===== config.mk =====
export PLATFORM = sky130hd
export DESIGN_NAME = fir_cascade_lid
export DESIGN_NICKNAME = d
export VERILOG_FILES = /design/src/rtl/fir_cascade_lid.sv
export SDC_FILE = /design/constraint.sdc
export NUM_CORES = 1
export LEC_CHECK = 0
export CELL_PAD_IN_SITES_DETAIL_PLACEMENT = 2
export CELL_PAD_IN_SITES_GLOBAL_PLACEMENT = 2
export CORE_ASPECT_RATIO = 1.75
export CORE_MARGIN = 8
export CORE_UTILIZATION = 38
export DETAILED_ROUTE_END_ITERATION = 10
export PLACE_DENSITY_LB_ADDON = 0.1
export REMOVE_ABC_BUFFERS = 1
export SLEW_MARGIN = 5
export SYNTH_ARGS = -nofsm -noshare
export SYNTH_HDL_FRONTEND = slang
export SYNTH_SLANG_ARGS = --single-unit

===== constraint.sdc =====
create_clock -name clock -period 3.2 [get_ports clock]
set_input_delay 0.64 -clock clock [delete_from_list [all_inputs] [get_ports clock]]
set_output_delay 0.64 -clock clock [all_outputs]
set_load 0.02 [all_outputs]

===== src/rtl/fir_cascade_lid.sv =====
// fir_cascade_lid: latency-insensitive shell (input queue + registered output stage) around an
// N-tap cascaded FIR. Each fire shifts one sample into the delay line and registers a saturated output.

module fir_cascade_mac #(
  parameter int DATA_W  = 16,
  parameter int COEFF_W = 16,
  parameter int ACC_W   = 35,
  parameter logic signed [COEFF_W-1:0] COEFF = '0
) (
  input  logic signed [DATA_W-1:0] x,
  input  logic signed [ACC_W-1:0]  acc_in,
  output logic signed [ACC_W-1:0]  acc_out
);
  logic signed [ACC_W-1:0] xe, ce;

  assign xe      = ACC_W'(x);
  assign ce      = ACC_W'(COEFF);
  assign acc_out = acc_in + xe * ce;
endmodule

module fir_cascade_lid #(
  parameter int DATA_W     = 16,
  parameter int COEFF_W    = 16,
  parameter int N_TAPS     = 8,
  parameter logic [N_TAPS*COEFF_W-1:0] COEFFS =
    {COEFF_W'(1), {((N_TAPS-1)*COEFF_W){1'b0}}},
  parameter int SHIFT      = 0,
  parameter int FIFO_DEPTH = 2
) (
  input  logic              clock,
  input  logic              reset,
  input  logic              i_top_valid,
  input  logic [DATA_W-1:0] i_top_data_data,
  input  logic              i_top_data_valid,
  output logic              o_top_stop,
  output logic              o_top_valid,
  output logic [DATA_W-1:0] o_top_data_data,
  output logic              o_top_data_valid,
  input  logic              i_top_stop
);
  localparam int ACC_W = DATA_W + COEFF_W + $clog2(N_TAPS);
  localparam int PW    = $clog2(FIFO_DEPTH);
  localparam int CW    = $clog2(FIFO_DEPTH + 1);
  localparam logic signed [ACC_W-1:0] Y_MAX = ACC_W'({(DATA_W-1){1'b1}});
  localparam logic signed [ACC_W-1:0] Y_MIN = ~Y_MAX;

  logic [FIFO_DEPTH-1:0][DATA_W-1:0] q_data;
  logic [FIFO_DEPTH-1:0]             q_dv;
  logic [PW-1:0]                     wr_ptr, rd_ptr;
  logic [CW-1:0]                     count, count_nx;
  logic                              push, fire, head_dv;

  logic [N_TAPS-1:0][DATA_W-1:0] x_new;
  logic [N_TAPS-2:0][DATA_W-1:0] x_dl;
  logic [N_TAPS:0][ACC_W-1:0]    casc;
  logic signed [ACC_W-1:0]       acc, acc_sh;
  logic [DATA_W-1:0]             y;

  function automatic logic [PW-1:0] ptr_inc(input logic [PW-1:0] p);
    return (p == PW'(FIFO_DEPTH - 1)) ? '0 : p + PW'(1);
  endfunction

  assign push     = i_top_valid & ~o_top_stop;
  assign fire     = (count != '0) & ~i_top_stop;
  assign count_nx = count + CW'(push) - CW'(fire);
  assign head_dv  = q_dv[rd_ptr];

  // Cleared-data tokens still advance the line as zero samples.
  assign x_new = {x_dl, head_dv ? q_data[rd_ptr] : DATA_W'(0)};

  assign casc[0] = '0;
  for (genvar k = 0; k < N_TAPS; k++) begin : g_tap
    fir_cascade_mac #(
      .DATA_W (DATA_W),
      .COEFF_W(COEFF_W),
      .ACC_W  (ACC_W),
      .COEFF  (COEFFS[(N_TAPS-1-k)*COEFF_W +: COEFF_W])
    ) u_mac (
      .x      (x_new[k]),
      .acc_in (casc[k]),
      .acc_out(casc[k+1])
    );
  end

  assign acc    = casc[N_TAPS];
  assign acc_sh = acc >>> SHIFT;

  always_comb begin
    y = acc_sh[DATA_W-1:0];
    if (acc_sh > Y_MAX)      y = Y_MAX[DATA_W-1:0];
    else if (acc_sh < Y_MIN) y = Y_MIN[DATA_W-1:0];
  end

  // Queue storage needs no reset: occupancy is tracked by count.
  always_ff @(posedge clock) begin
    if (push) begin
      q_data[wr_ptr] <= i_top_data_data;
      q_dv[wr_ptr]   <= i_top_data_valid;
    end
  end

  always_ff @(posedge clock) begin
    if (reset) begin
      wr_ptr           <= '0;
      rd_ptr           <= '0;
      count            <= '0;
      o_top_stop       <= 1'b0;
      x_dl             <= '0;
      o_top_valid      <= 1'b0;
      o_top_data_valid <= 1'b0;
      o_top_data_data  <= '0;
    end else begin
      count       <= count_nx;
      o_top_stop  <= (count_nx == CW'(FIFO_DEPTH));
      o_top_valid <= fire;
      if (push) wr_ptr <= ptr_inc(wr_ptr);
      if (fire) begin
        rd_ptr           <= ptr_inc(rd_ptr);
        x_dl             <= x_new[N_TAPS-2:0];
        o_top_data_data  <= y;
        o_top_data_valid <= head_dv;
      end
    end
  end
endmodule


### Word level (Yosys, flattened, before mapping)

Index checks and enable logic that the tools add are counted.

| operators by class | value |
|---|---|
| $lt $le $gt $ge | 5 |
| shifts and indexed selects | 0 |
| add/sub/neg operators | 4 |
| reduce and logical (&&, ||, !) cells | 2 |
| multipliers | 0 |
| divide/modulo/power cells | 0 |
| eq/ne operators | 1 |
| multiplexer cells | 15 |
| bitwise gates (word level) | 4 |

Operators with widths:

| kind | count |
|---|---|
| $mux 16 | 6 |
| $bwmux 32 | 1 |
| $demux 16 s1 | 1 |
| $gt 16x16->1 const B | 1 |
| $lt 16x16->1 const B | 1 |
| $mux 1 | 5 |
| $lt 1x2->1 const B | 2 |
| $add 1x1->1 const B | 2 |
| $add 2x1->2 | 1 |
| $and 1x1->1 | 2 |
| $bwmux 2 | 1 |
| $eq 2x2->1 const B | 1 |
| $not 1->1 | 2 |
| $reduce_bool 2->1 | 1 |
| $sub 2x1->2 | 1 |
| $demux 1 s1 | 1 |
| $ge 1x1->1 const B | 1 |
| $logic_and 1x1->1 | 1 |

| word-level totals | value |
|---|---|
| memory bits (read-only) | 0 |
| output and inout bits | 19 |
| latch bits | 0 |
| RAM bits | 0 |
| memories | 0 |
| input port bits | 21 |
| bits in registers | 57 |

### Longest topological paths before layout

Gate-level depths: netlist of run 1.

| depth | value |
|---|---|
| depth in word-level cells | 6 |
| depth in mapped cells | 8 |

### Hierarchy

A second synthesis of run 1 with hierarchy kept.

| second synthesis, totals | value |
|---|---|
| cell total of the unflattened synthesis | 1,206 |
| area total of the unflattened synthesis | 9,948.3 um^2 |

Modules (own cells, without submodules):

| module | area an instance (um^2) | cells each | sequential area each (um^2) | times used |
|---|---|---|---|---|
| fir_cascade_lid | 6,206.0 | 689 | 3,723.6 | 1 |
| fir_cascade_mac (g_tap[0].u_mac) | 1,903.1 | 272 | 0.0 | 1 |
| fir_cascade_mac (g_tap[1].u_mac ...) | 262.8 | 35 | 0.0 | 7 |

### Worst setup path after synthesis of run 1

Ideal clock, no wire load.

| path | value |
|---|---|
| path type | input-to-reg |
| start point | in i_top_valid |
| end point | reg q_data[0] (netlist name), enable pin |
| setup time | 391 ps |
| setup slack | 1,312 ps |
| data arrival time | 1,498 ps |
| stages on the path | 2 |
| required time | 2,809 ps |
| cells stage by stage | nand2b_1 > nor2_1 |

| between the ends | value |
|---|---|
| cells in the longest elaborated chain, start to end | 1 |

Ends and longest elaborated chain:

| element | RTL line | RTL |
|---|---|---|
| from (decl) | 32 | `input logic i_top_valid,` |
| $and 1x1->1 | 63 | `assign push = i_top_valid & ~o_top_stop;` |
| to (signal, indexed assignment) | 97 | `q_data[wr_ptr] <= i_top_data_data;` |
| to (decl) | 47 | `logic [FIFO_DEPTH-1:0][DATA_W-1:0] q_data;` |

Every way passes these cells.
A chain may end at the register's enable or synchronous reset.

### Worst setup path in the final report of run 1

| path | value |
|---|---|
| start point | in i_top_stop |
| end point | reg o_top_stop |

| between the ends | value |
|---|---|
| cells in the longest elaborated chain, start to end | 4 |

Ends and longest elaborated chain:

| element | RTL line | RTL |
|---|---|---|
| from (decl) | 39 | `input logic i_top_stop` |
| $not 1->1 | 64 | `assign fire = (count != '0) & ~i_top_stop;` |
| $and 1x1->1 | 64 |  |
| net fire | 51 | `logic push, fire, head_dv;` |
| $sub 2x1->2 | 65 | `assign count_nx = count + CW'(push) - CW'(fire);` |
| $eq 2x2->1 | 114 | `o_top_stop <= (count_nx == CW'(FIFO_DEPTH));` |
| to (signal assigned) | 114 |  |
| to (decl) | 35 | `output logic o_top_stop,` |

The timed path passes the listed nets, and every way through them passes these cells.

==> results of run 1 <==
==> critical path, stage by stage <==
cell	delay (ns)
clkdlybuf4s50_1	0.45
o21bai_4	0.23
inv_4	0.13
ha_1	0.32
inv_1	0.05
ha_1	0.18
xor2_1	0.15
xnor2_1	0.20
nor3_1	0.07
==> power by group through the flow <==
stage / sequential, W / combinational [W] / clock [W]
CTS: 0.00100 / 0.000577 / 0.000671
global route: 0.00102 / 0.000609 / 0.000701
finish: 0.000999 / 0.000558 / 0.000645
floorplan: 0.00108 / 0.000255 / 0
global placement: 0.00101 / 0.000546 / 0
detailed placement: 0.00102 / 0.000571 / 0
==> cells by family after synthesis <==
kind of cell,synth area share
XOR/XNOR,0.01643
AO/OA/AOI/OAI,0.09038
adder cells (fa/ha/maj),0.01174
multiplexers,0.06631
buffers and inverters,0.02582
flip-flops,0.6948
AND/OR/NAND/NOR,0.09448
==> area by class of cell <==
class | instances | area [µm²]
Fill cell | 537 | 2695
Sequential cell | 57 | 1481
Multi-Input combinational cell | 71 | 600.6
Timing Repair Buffer | 43 | 420.4
Clock buffer | 13 | 148.9
Tap cell | 76 | 95.09
Clock inverter | 3 | 40.04
Inverter | 3 | 13.76
==> state kept, by name (all words and copies together), names as in the netlist <==
signal and count:
o_top_valid 1, rd_ptr 1, q_dv 2, o_top_data_valid 1, o_top_stop 1, o_top_data_data 16, count 2, q_data 32
wr_ptr 1
==> metal layers <==
layer  vias up  wire length [µm]  track usage
met5         -                 0            0
met2        34              2485       0.2119
met4         0                43      0.06452
met1       628              1882       0.1278
met3         2               226      0.04803
li1        610                 -            -
==> worst paths after layout <==
check,start,to,slack (ns),depth (start not counted)
max,i_top_stop,o_top_stop,0.95,9
min,o_top_data_valid,o_top_data_valid,0.47,2
max reg2reg,count[0],o_top_stop,1.21,8
min reg2reg,o_top_data_valid,o_top_data_valid,0.47,2
==> cells in the final DEF, fill, tap and decap left out, drive strengths merged <==
master and n:
nand2 2, nand3 3, clkbuf 13, xor2 1, mux2i 13, mux2 1, xnor2 3, nand3b 16
a311oi 3, o21bai 1, inv 3, ha 2, clkdlybuf4s50 39, nor2b 1, bufinv 1, o31ai 13
clkinv 2, nor3 1, nand2b 1, buf 4, a21oi 1, nor2 9, dfxtp 23, edfxtp 34
==> metrics by stage <==
stage / setup slack [ns] / hold WS (ns)
finish: 0.9531 / 0.4743
global route: 0.8400 / 0.5267
CTS: 0.9284 / 0.4770
detailed placement: 0.6067 / 0.4675
global placement: 0.6969 / 0.4456
floorplan: 1.307 / 0.5215
==> reports/qor.yml, run 1 <==
status: "complete, no violations"
vdd_drop_max_v: 0.0003465
drcViolationCount: 0
drive_gt1_frac: 0.1684
cts_setup_buffers: 0
yosysTopAreaCell: "edfxtp_1"
cp-end-kind: "register"
clkPwrFrac: 0.293
start_kind: "primary input"
synth_top_area_frac: 0.4789
grt_util_all_layers: 0.1246
tns_ns: 0
synthDistinctLibCells: 25
fin_skew_ns: 0.007886
rsz0062_at_grt: "false"
leakagePower_nw: 0.9537
die_area_um2: 8358
maxSlewViolCount: 0
ctsResizeCount: 0
numCtsBuffers: 9
worstMarginPinSlew_ns: 0.4503
vias: 1274
clock-sinks: 57
grt_max_degree: 37
instances_no_fill: 266
cp.required_ns: 3.39
fin_nets: 208
async_flop_share: 0
dr.pass1.iters: 3
die_h_um: 115.1
max_cap_viol_count: 0
synth-main-ff-cell: "edfxtp_1"
path_class: "in -> reg"
synthTopCellsByArea: "edfxtp_1 (48%), dfxtp_1 (22%), mux2i_1 (6.1%), nand3b_1 (5.6%), o31ai_2 (5.3%)"
syn_to_final_growth_pct: 31.34
slew_headroom: 0.6990
yosysWarnings: 0
rows: 36
pin_count: 40
min_period_ns: 2.247
detailed_place_hpwl_mm: 3.204
arrival_ns: 2.44
gp_congestion: 0.7336
report.final.hold_viol_count: 0
ctsHoldBuffers: 0
power_w: 0.002202
crit_fanout: 16
power_density_nw_per_um2: 786.2
synthCells: 139
syn_area_per_cell_um2: 15.34
post-route-period-util: 0.7021
coreArea_um2: 5495
ys_ff_latch: 57
clk_pin_slew_ns: 0.07
htree_levels: 3
routed_wl_mm: 4.637
grt_pass1_wl_mm: 7.769
synth_edf_count: 34
clock_latency_ns: 0.32
start_util: 0.3880
p_sw_w: 0.0006467
wl_per_cell_um: 17.43
ant_nets: 0
clock_path_buffers: 2
vias_per_cell: 4.789
syn_area_um2: 2132
synth_common_cells: "edfxtp_1 (34), dfxtp_1 (23), nand3b_1 (16)"
p_sw_frac: 0.2938
post-synth-top-count-cell: "edfxtp_1"
ys_seq_area_frac: 0.6948
dpl_cell_area_um2: 2611
tritoncts: "done"
grt_pass1_vias: 1545
holdCritPathClass: "reg -> reg"
cts_root_buffer: "clkbuf_8"
antenna_found_initial: 0
p_seq_frac: 0.454
final_util: 0.5096
intPower_w: 0.001555
fp.dieW_um: 72.62
setup_viol: 0
dr.first_iter.drc_count: 67
dp_cells: 250
portBuffers: 39
power_frac_comb: 0.253
overflow: 0
fmax_mhz: 445.1
diodes: 0
design_area_um2: 2800
Power figures use the tool's default switching activity.
==> inputs of run 2 (changes only) <==
--- a/config.mk
+++ b/config.mk
@@ -9,7 +9,7 @@
 export CELL_PAD_IN_SITES_GLOBAL_PLACEMENT = 2
 export CORE_ASPECT_RATIO = 1.75
 export CORE_MARGIN = 8
-export CORE_UTILIZATION = 38
+export CORE_UTILIZATION = 32
 export DETAILED_ROUTE_END_ITERATION = 10
 export PLACE_DENSITY_LB_ADDON = 0.1
 export REMOVE_ABC_BUFFERS = 1
==> constraint.sdc (replaced) <==
create_clock -name clock -period 1.9 [get_ports clock]
set_input_delay 0.38 -clock clock [delete_from_list [all_inputs] [get_ports clock]]
set_output_delay 0.38 -clock clock [all_outputs]
set_load 0.02 [all_outputs]
==> run 2 against run 1 <==
  * Sequential cell count is the same
  * First-iteration DRC count decreased by 25%
  * Die area up 15%
  * Non-clock buffer count increased by 4
  * Critical path depth is the same
  * Clock-buffer cell count up 2
  * Critical endpoint is now count[1]
  * Combinational power is 88% higher
  * Largest power group unchanged
  * Highest routed layer unchanged
==> reports/qor.yml, run 2 (same netlist as run 1, synthesis figures left out) <==
status: "complete, no violations"
antenna_found_initial: 0  # unchanged
fin_hold_ws_ns: 0.4765  # +0.002236 ns
vias: 1314  # +3.1%
setup_viol: 0  # unchanged
mostFrequentLayoutCells: "clkdlybuf4s50_1 (39), edfxtp_1 (34), dfxtp_1 (23), nand3b_1 (16), mux2i_1 (13)"
final_common_cell: "clkdlybuf4s50_1"
maxSlewViolCount: 0  # unchanged
ctsResizeCount: 0  # unchanged
grt_max_degree: 37  # unchanged
grt_use_met1: 0.1127  # -0.01508
report.final.hold_viol_count: 0  # unchanged
path_common_cell: "ha_1"
r2r-start: "count[0]"
syn_to_final_growth_pct: 38.26
numCtsBuffers: 9  # unchanged
post-route-period-util: 0.9337
crit_fanout: 2  # -14
portBuffers: 39  # unchanged
cts_setup_buffers: 0  # unchanged
use_met2: 0.2147  # +0.002813
holdCritPathClass: "reg -> reg"
cts_root_buffer: "clkbuf_16"
grt_busiest_layer: "met2"
die_area_um2: 9633  # +15%
largest_reg_flops: 32  # unchanged
wl_per_cell_um: 18.50  # +6.1%
clock-sinks: 57  # unchanged
rr_worst_depth: 8  # unchanged
min_period_ns: 1.774
coreArea_um2: 6490  # +18%
fin_skew_ns: 0.006500  # -0.001386 ns
drcViolationCount: 0  # unchanged
tritoncts: "done"
pin_count: 40  # unchanged
rows: 39  # +8.3%
vias_per_cell: 4.761  # -0.60%
die_h_um: 124.0  # +7.7%
worstMarginPinSlew_ns: 0.2534  # -0.1969 ns
arrival_ns: 1.98  # -0.46 ns
reg2reg_slack_ns: 0.27  # -0.94 ns
overflow: 0  # unchanged
ant_nets: 0  # unchanged
vdd_drop_max_v: 0.0008026  # +130%
leakagePower_nw: 1.013  # +6.2%
hold_end: "o_top_data_valid"
ctsHoldBuffers: 0  # unchanged
max_cap_viol_count: 0  # unchanged
drive_gt1_frac: 0.1701  # +0.001682
fill_cells: 625  # +16%
cp.required_ns: 2.10  # -1.29 ns
fp.dieW_um: 77.70  # +7.0%
diodes: 0  # unchanged
power_density_nw_per_um2: 1406  # +79%
gp_congestion: 0.6669  # -9.1%
tns_ns: 0  # unchanged
detailed_place_hpwl_mm: 3.364  # +5.0%
hold_start: "o_top_data_valid"
critPathMaxStageDelay_ns: 0.47  # +0.02 ns
fin_nets: 212  # +1.9%
grt_pass1_vias: 1561  # +1.0%
path_class: "in -> reg"
regMostFlops: "q_data"
fmax_mhz: 563.7
reg2reg_to: "count[1]"
rsz0062_at_grt: "false"
slew_headroom: 0.8305  # +0.1316
grt_util_all_layers: 0.1192  # -0.005328
htree_levels: 3  # unchanged
dr.first_iter.drc_count: 50  # -25%
grt_pass1_wl_mm: 8.349  # +7.5%
min_path_cells: 2  # unchanged
crit_chain: "clkdlybuf4s50_1 -> o21bai_4 -> inv_4 -> ha_1 -> inv_1 -> ha_1 -> xor2_1 -> xnor2_1 -> nor2_1"
routed_wl_mm: 5.107  # +10%
clock_path_buffers: 2  # unchanged
clock_latency_ns: 0.33  # about the same
clk_pin_slew_ns: 0.05  # -0.02 ns
start_kind: "primary input"
dr.pass1.iters: 2  # -1
start_util: 0.3285  # -0.05946
cp-end-kind: "register"
slowest_stage: "clkdlybuf4s50_1"
reg_top3: "q_data: 32 flops, o_top_data_data: 16 flops"
met3_usage: 0.04408  # -0.003960
## run 2: changes by cell type in the layout (fill, tap and decap cells not counted), moves of 2 or more
cell and delta:
buf_12 +3, clkbuf_1 +2, clkbuf_16 +9, clkbuf_8 -9, clkinv_2 -2
## run 2: cell type report
cell class | count | area (µm²) | share of cell area
sequential | 57 | 1481 | 0.5025
multi-input combinational | 71 | 600.6 | 0.2037
timing repair buffer | 47 | 488.0 | 0.1655
clock buffer | 15 | 257.7 | 0.08744
tap | 82 | 102.6 | 0.03480
inverter | 3 | 13.76 | 0.004669
clock inverter | 1 | 3.754 | 0.001273
## run 2: critical path: cells and delay by family
kind | cells | cell delay [ns]
buffers and inverters | 3 | 0.59
adders and majority gates | 2 | 0.42
xor gates and xnor gates | 2 | 0.37
AOI/OAI and AO/OA | 1 | 0.14
and+or+nand+nor | 1 | 0.09
## run 2: per-layer routing
layer | part of all wire | routed length, µm
met5 | 0 | 0
met4 | 0.024 | 123
met3 | 0.052 | 267
met2 | 0.56 | 2865
met1 | 0.36 | 1850
## run 2: report_power, final
group | total [W] | switching (W) | internal (W) | leakage, nW
Sequential | 0.00167 | 0.000102 | 0.00157 | 0.506
Clock | 0.00142 | 0.000511 | 0.000913 | 0.126
Combinational | 0.00105 | 0.000574 | 0.000474 | 0.382
Total | 0.00415 | 0.00119 | 0.00296 | 1.01
## run 2: how the worst max path moves through the flow
stage / slack [ns] / to / cells after the start / startpoint
finish: 0.13 / count[1] / 9 / i_top_stop
detailed placement: -0.20 / count[1] / 9 / i_top_stop
global placement: -0.06 / o_top_stop / 9 / i_top_stop
global route: 0.009 / count[1] / 9 / i_top_stop
floorplan: 0.18 / q_data[0] / 2 / o_top_stop
CTS: 0.10 / count[1] / 9 / i_top_stop
## run 2: per-stage QoR
step | utilization | total power, W | std cells | setup slack, ns | cell area [µm²]
finish | 0.4542 | 0.004145 | 276 | 0.1259 | 2948
global route | 0.4542 | 0.004360 | 276 | 0.009109 | 2948
floorplan | - | 0.002249 | 131 | 0.1773 | 2091
CTS | 0.4542 | 0.004234 | 276 | 0.1041 | 2948
detailed placement | 0.4139 | 0.002768 | 260 | -0.1975 | 2686
global placement | 0.4139 | 0.002686 | 260 | -0.06101 | 2686
==> patch (flow settings as in run 1) <==
Remove the register `o_top_valid`: a continuous assignment takes its place, so the output `o_top_valid` follows one clock earlier.
--- a/src/rtl/fir_cascade_lid.sv
+++ b/src/rtl/fir_cascade_lid.sv
@@ -108,3 +108,2 @@
       x_dl             <= '0;
-      o_top_valid      <= 1'b0;
       o_top_data_valid <= 1'b0;
@@ -114,3 +113,2 @@
       o_top_stop  <= (count_nx == CW'(FIFO_DEPTH));
-      o_top_valid <= fire;
       if (push) wr_ptr <= ptr_inc(wr_ptr);
@@ -124,2 +122,4 @@
   end
+
+  assign o_top_valid = fire;
 endmodule
Check against the original RTL: not equivalent (Yosys sat finds a counterexample within 4 cycles, from zero or initial values and one cycle with reset high).
==> patch against run 1 <==
  * Clock skew increased by 0.0019 ns
  * Area after synthesis decreased by 4.2%
  * Setup slack got worse by 0.55 ns
  * Power decreased by 12%
  * Cell area decreased by 7.3%
  * Routed wire length decreased by 8.1%
  * Non-clock buffer count decreased by 1
  * Fmax decreased by 20%
  * Die area decreased by 3.4%
  * Sequential cell count decreased by 1
  * Via count decreased by 12%
  * Highest routed layer unchanged
==> patch: results <==
metrics = {
    "detailed_routing": {
        "vias": 1116,
        "routedWlPerCell_um": 19.8,
        "drtPass1Iterations": 2,
        "initialDrtViolationCount": 18,
        "routed_wl_mm": 4.26,
    },
    "critical_path": {
        "cp-startpoint": "i_top_stop",
        "r2r_slack_ns": 1.43,
        "critical_path.endpoint": "o_top_valid",
        "cp_max_fo": 6,
        "r2r_start": "count[0]",
        "critPathLaunchType": "input pin",
        "arrival_ns": 2.15,
        "cpPeakStageDelay_ns": 0.69,
        "rr_worst_depth": 7,
    },
    "power": {
        "power_leakage_nw": 0.897,
        "p_int_mw": 1.37,
        "ir_drop_mv": 0.373,
        "pg_seq_mw": 0.964,
        "powerDensity_mw_per_mm2": 746,
        "clk-power_mw": 0.452,
    },
    "placed_design": {
        "dp_hpwl_mm": 3.05,
        "postPlaceCellArea_mm2": 0.00248,
        "dp_cells": 207,
        "gp_congestion": 0.666,
        "place_ws_ns": 0.407,
        "io_buffers": 39,
    },
    "grt": {
        "grt.total_usage_pct": 11.4,
        "grt_start_max_net_pins": 18,
        "grt_pass1_vias": 1347,
        "grt_pass1_wl_mm": 6.93,
    },
    "clocking": {
        "post_cts_buffers": 0,
        "path_clk_slew_ns": 0.10,
        "cts_resized": 0,
        "htree_levels": 2,
        "insertion_delay_ns": 0.30,
        "numCtsBuffers": 5,
    },
    "timing": {
        "holdWs_ns": 0.479,
        "fmax_mhz": 358,
        "hold_viol": 0,
        "worst_pin_slew_ns": 0.596,
        "finClkSkew_ns": 0.00977,
    },
    "run_status": {
        "status": "completed",
    },
    "yosys": {
        "yosys.area_share.adder_pct": 1.22,
        "muxShareOfSynthArea_pct": 9.06,
        "synthCells": 115,
        "ys_warn_count": 0,
        "synthTopCellsByArea": "edfxtp_1 50%, dfxtp_1 22%, mux2i_1 8.3%",
        "synth_compound_area_share_pct": 10.4,
        "async_reset_ff_share_pct": 0,
        "synth-xor-area-share_pct": 1.71,
        "synth.top_cells.by_count": "34 x edfxtp_1, 22 x dfxtp_1, 17 x mux2i_1, 10 x o2bb2ai_2",
        "ys_seq_area_share_pct": 71.5,
        "yosysUniqueCellTypes": 20,
    },
    "layout": {
        "syn_to_final_growth_pct": 27.1,
        "drive_gt1_share_pct": 16.9,
        "nFillCells": 483,
        "nNetsFinal": 182,
    },
    "hold_path": {
        "hold_start": "o_top_data_data[14]",
        "holdPathEnd": "o_top_data_data[14]",
        "hold_depth": 1,
    },
}
[patch: cell count changes in the layout (fill, tap and decap cells not counted), sizes merged, moves of 3 or more]
cell / change
a311oi: -3
clkbuf: -8
mux2i: +4
nand3: -3
nand3b: -15
o2bb2ai: +16
o31ai: -13
[patch: layer usage]
layer,wire length (um),vias up,track usage [%]
li1,-,516,-
met1,1530,565,10.4
met2,2430,28,21.6
met3,215,7,3.63
met4,83,0,5.03
met5,0,-,0
[patch: final cells by class]
| cell class | count | area share, % |
|---|---|---|
| Clock buffer | 5 | 2.65 |
| Clock inverter | 3 | 1.64 |
| Inverter | 2 | 0.289 |
| Multi-Input combinational cell | 52 | 20.6 |
| Sequential cell | 56 | 56.3 |
| Tap cell | 55 | 2.65 |
| Timing Repair Buffer | 42 | 15.9 |
[patch: cell families after synthesis]
family | Yosys count
fa+ha+maj | 2
compound gates | 17
flops | 56
simple gates | 11
buf+inv | 7
mux | 18
xor+xnor | 4
